===== src/rtl/verificador_senha.sv =====
// Digit-serial password checker: assembles DIGITS digits MSD-first, compares against senha,
// pulses match/mismatch, and locks out for LOCK_CYCLES cycles after MAX_TRIES consecutive failures.
module verificador_senha #(
   parameter int DIGIT_W     = 4,
   parameter int DIGITS      = 4,
   parameter int MAX_TRIES   = 3,
   parameter int LOCK_CYCLES = 16
) (
   input  logic                             clock,
   input  logic                             reset_n,
   input  logic                             digit_valid,
   input  logic [DIGIT_W-1:0]               digit,
   input  logic                             clear,
   input  logic [DIGITS*DIGIT_W-1:0]        senha,
   output logic                             match,
   output logic                             mismatch,
   output logic                             locked,
   output logic [$clog2(DIGITS+1)-1:0]      ndig,
   output logic [$clog2(MAX_TRIES+1)-1:0]   tries_left
);

   localparam int CODE_W = DIGITS * DIGIT_W;
   localparam int NDIG_W = $clog2(DIGITS + 1);
   localparam int TRY_W  = $clog2(MAX_TRIES + 1);
   localparam int CNT_W  = $clog2(LOCK_CYCLES);

   localparam logic [1:0] ST_ENTRY  = 2'd0;
   localparam logic [1:0] ST_CHECK  = 2'd1;
   localparam logic [1:0] ST_LOCKED = 2'd2;

   localparam logic [NDIG_W-1:0] LAST_DIG  = NDIG_W'(DIGITS - 1);
   localparam logic [TRY_W-1:0]  TRIES_MAX = TRY_W'(MAX_TRIES);
   localparam logic [CNT_W-1:0]  CNT_LOAD  = CNT_W'(LOCK_CYCLES - 1);

   logic [1:0]        state_q, state_d;
   logic [CODE_W-1:0] code_q, code_d;
   logic [NDIG_W-1:0] ndig_q, ndig_d;
   logic [TRY_W-1:0]  tries_q, tries_d;
   logic [CNT_W-1:0]  cnt_q, cnt_d;
   logic              match_q, match_d;
   logic              mismatch_q, mismatch_d;
   logic              locked_q, locked_d;

   always_comb begin
      state_d    = state_q;
      code_d     = code_q;
      ndig_d     = ndig_q;
      tries_d    = tries_q;
      cnt_d      = cnt_q;
      match_d    = 1'b0;
      mismatch_d = 1'b0;
      locked_d   = locked_q;
      case (state_q)
         ST_ENTRY: begin
            // clear has priority: a digit arriving with it is dropped
            if (clear) begin
               ndig_d = '0;
               code_d = '0;
            end else if (digit_valid) begin
               code_d = (code_q << DIGIT_W) | CODE_W'(digit);
               ndig_d = ndig_q + NDIG_W'(1);
               if (ndig_q == LAST_DIG) state_d = ST_CHECK;
            end
         end
         ST_CHECK: begin
            ndig_d = '0;
            code_d = '0;
            if (code_q == senha) begin
               match_d = 1'b1;
               tries_d = TRIES_MAX;
               state_d = ST_ENTRY;
            end else begin
               mismatch_d = 1'b1;
               // last allowed failure: saturate at zero and enter lockout
               if (tries_q <= TRY_W'(1)) begin
                  tries_d  = '0;
                  state_d  = ST_LOCKED;
                  locked_d = 1'b1;
                  cnt_d    = CNT_LOAD;
               end else begin
                  tries_d = tries_q - TRY_W'(1);
                  state_d = ST_ENTRY;
               end
            end
         end
         ST_LOCKED: begin
            ndig_d = '0;
            if (cnt_q == '0) begin
               state_d  = ST_ENTRY;
               locked_d = 1'b0;
               tries_d  = TRIES_MAX;
            end else begin
               cnt_d = cnt_q - CNT_W'(1);
            end
         end
         default: begin
            state_d = ST_ENTRY;
         end
      endcase
   end

   always_ff @(posedge clock or negedge reset_n) begin
      if (!reset_n) begin
         state_q    <= ST_ENTRY;
         code_q     <= '0;
         ndig_q     <= '0;
         tries_q    <= TRIES_MAX;
         cnt_q      <= '0;
         match_q    <= 1'b0;
         mismatch_q <= 1'b0;
         locked_q   <= 1'b0;
      end else begin
         state_q    <= state_d;
         code_q     <= code_d;
         ndig_q     <= ndig_d;
         tries_q    <= tries_d;
         cnt_q      <= cnt_d;
         match_q    <= match_d;
         mismatch_q <= mismatch_d;
         locked_q   <= locked_d;
      end
   end

   assign match      = match_q;
   assign mismatch   = mismatch_q;
   assign locked     = locked_q;
   assign ndig       = ndig_q;
   assign tries_left = tries_q;

endmodule


===== config.mk =====
export PLATFORM = sky130hd
export DESIGN_NAME = verificador_senha
export DESIGN_NICKNAME = d
export VERILOG_FILES = /design/src/rtl/verificador_senha.sv
export SDC_FILE = /design/constraint.sdc
export NUM_CORES = 1
export LEC_CHECK = 0
export ABC_CLOCK_PERIOD_IN_PS = 2700
export CAP_MARGIN = 0
export CORE_MARGIN = 3
export CORE_UTILIZATION = 51
export CTS_BUF_LIST = sky130_fd_sc_hd__clkbuf_8 sky130_fd_sc_hd__clkbuf_16
export DETAILED_ROUTE_END_ITERATION = 16
export HOLD_SLACK_MARGIN = 0.15
export PLACE_DENSITY = 0.89
export SYNTH_ARGS = -nofsm -noshare
export SYNTH_HDL_FRONTEND = slang
export SYNTH_SLANG_ARGS = --single-unit

===== constraint.sdc =====
create_clock -name clock -period 2.7 [get_ports clock]
set_clock_uncertainty 0.1 [all_clocks]
set_input_delay 0.405 -clock clock [delete_from_list [all_inputs] [get_ports clock]]
set_output_delay 0.405 -clock clock [all_outputs]
set_load 0.005 [all_outputs]

==> impl_results.md <==
- Status: completed
- Reg2Reg Setup Slack: a little over 0.6 ns
- First-pass GRT wire length: around 5500 um
- Worst reg-to-reg path cell count: 5
- Setup violators final: 0
- Post-synthesis register bit count: 30
- Crit start category: primary input
- Initial antenna violation count: 0
- Post-synth cell types: 39
- Combinational Power Share: a little over two fifths
- Fin. Hold Viols: 0
- Hold Buf Count CTS: 0
- Nature of the critical path endpoint: flip-flop
- Register area share after synthesis: between 40% and 50%
- Num CTS Buffers: 5
- Worst EP arrival: roughly 2.3 ns
- Largest net degree at the start of global routing: 33
- Placed Cells: 254
- Critical path class: primary input to flip-flop
- Area of the die: around 4000 sq um
- Detailed Place HPWL: about 2500 um
- Unrepaired setup endpoints after global routing: false
- Leak: 0.8853 nW
- Placed cell areas: just over 2000 sq um
- Most frequent cells in the layout: nand2_1, clkdlybuf4s50_1, dfrtp_1
- Share of cells above drive strength 1: ~8.3%
- Final Critical Period: about 2.2 ns
- Residual DRC: 0
- 1st-pass router iterations: 4
- Placeable Area: slightly above 3000 sq um
- Area Overhead vs Synth: 27.07%
- Multi-input gate area: 823.3 sq um
- Fraction of synthesis flops using an asynchronous set or reset pin: 100.0%
- Post-CTS Setup Inserts: 0
- Number of global-route vias before repair: between 1000 and 1500
- Synth Instances: 184
- H-tree depth: 2
- Min-Delay Path Class: primary input to async pin
- Tcrit/Tclk final: 82.06%
- Mapped Avg Cell Area: between 9 and 10 sq um
- IO Pins: 32
- Max Fclk: 451.3 MHz
- NetSw: about 0.73 mW
- Rel. slew slack: 57.40%
- DR iter-0 viols: 46
- Die H: 63.04 um
- Worst-path cell chain: clkdlybuf4s50_1 -> xnor2_1 -> nand4_1 -> nor4_1 -> nor2_1 -> a41o_2
- Clock-pin slew on the worst setup and hold paths: about 0.060 ns
- FF-to-FF End: state_q[1]
- Antenna Nets Post-Route: 0
- Worst Path Max Fanout: 4
- Overflow after GRT: 0
- Fill count: approximately 250
- Core Rows: 20
- Final Slew Violations: 0
- Slew @ Worst Pin: roughly 0.63 ns
- Port Buffers: 31
- Total wire length: between 3000 and 4000 um
- Final TNS setup: 0 ns
- GRT Total Usage: 17.59%
- Critical-path top delay cell: nor4_1
- CTS tree: done
- Post-CTS Resized: 0
- Ys Warns: 0
- Final Wtd Congestion: approximately 0.78
- Root Buffer: clkbuf_8
- Nets: approximately 250
- Hold WS: around 0.40 ns
- Clock Power Share: roughly a fifth
- Max VDD drop: approximately 0.64 mV
- Clk buf depth: 2
- Max-Cap Viols: 0
- Overall Power: approximately 1.9 mW
- Design area: roughly 2100 sq um
- Main synth FF type: dfrtp_1
- WL per Instance: ~13 um
- Sw Share: between 30% and 40%
- Cell Int Power: approximately 1.2 mW
- Seq. cell area: approximately 750 sq um
- Mapped Area: roughly 1700 sq um
- Mapped Nets: around 210
- Die X-Extent: about 63 um
- Clock Sink Count: 30
- Vias per cell: 5.374
- Number of flops mapped to enable cells by yosys: 0
- Reg power frac: about 39%
- Commonest non-fill, non-tap cell in the layout: nand2_1
- Final Non-Filler Cells: approximately 260
- Antenna cell count: 0
- Worst Path Required: roughly 2.8 ns
- Pwr Density: 906.5 nW/um^2
- Worst-Skew Late Latency: between 0.2 and 0.3 ns
- Vias: approximately 1400
- Critical R2R Launch: code_q[3]
- Starting Density: between 50% and 60%
- Peak per-stage delay on the critical path: slightly above 0.6 ns
==> stage by stage <==
stage | setup WS, ns | util (%)
5_1_grt | 0.3726 | 68.50
3_5_place_dp | 0.2206 | 65.53
2_1_floorplan | 0.8377 | -
3_3_place_gp | 0.2372 | 65.53
6_report | 0.4843 | 68.50
4_1_cts | 0.5289 | 68.50
==> cell type report <==
type | count | share of cell area (%)
Timing Repair Buffer | 35 | 16.14
Clock inverter | 2 | 0.4154
Tap cell | 44 | 2.611
Sequential cell | 30 | 35.73
Clock buffer | 6 | 3.917
Multi-Input combinational cell | 133 | 39.05
Inverter | 12 | 2.137
==> critical path, delay by kind of cell <==
family,cells,cell delay (ns)
simple gates,3,0.96
buf+inv,1,0.44
compound gates,1,0.29
xor+xnor,1,0.19
==> worst max-delay path by stage <==
stage	startpoint	end	slack [ns]	depth (start not counted)
after floorplan	state_q[0]	cnt_q[0]	0.84	9
after global placement	senha[15]	state_q[1]	0.24	6
after detailed placement	senha[10]	state_q[1]	0.22	6
after CTS	senha[10]	state_q[1]	0.53	6
after global routing	senha[15]	tries_left[1]	0.37	6
final	senha[10]	state_q[1]	0.48	6
==> Yosys cell counts, types with 3 or more instances <==
library cell | n | area share [%]
inv_1 | 11 | 2.5
nand4_1 | 5 | 1.9
nor3_1 | 3 | 0.90
clkbuf_1 | 6 | 1.4
o21ai_0 | 21 | 6.3
xnor2_1 | 16 | 8.4
ha_1 | 6 | 4.5
nand2_1 | 40 | 9.0
dfrtp_1 | 28 | 42
a21oi_1 | 3 | 0.90
nor2_1 | 9 | 2.0
a211oi_1 | 3 | 1.4
==> kinds of logic after synthesis <==
family	Yosys count	share of synthesized area, %
and+or+nand+nor	66	17.42
DFF	30	45.40
buffers and inverters	21	5.354
xor gates and xnor gates	16	8.446
AOI/OAI and AO/OA	43	17.65
muxes	2	1.207
adders and majority gates	6	4.525
==> power by group through the flow <==
| stage | combinational (mW) | clock (mW) | sequential [mW] |
|---|---|---|---|
| 3_5_place_dp | 0.802 | 0 | 0.751 |
| 2_1_floorplan | 0.559 | 0 | 0.722 |
| 6_report | 0.803 | 0.365 | 0.743 |
| 3_3_place_gp | 0.770 | 0 | 0.743 |
| 4_1_cts | 0.804 | 0.373 | 0.745 |
| 5_1_grt | 0.892 | 0.392 | 0.768 |
==> state kept, by name, indices dropped and copies added (netlist names) <==
name        count
tries_left      2
mismatch        1
cnt_q           4
match           1
ndig            3
code_q         16
locked          1
state_q         2
==> per-layer routing <==
metal  vias up  share of wire, %  track usage (%)
met5         -                 0                0
met4         0               1.9            7.713
met3         9               5.3            4.676
met2        41                47            28.19
met1       662                45            22.16
li1        696                 -                -
Note: power is estimated with default switching activity, not from simulation.
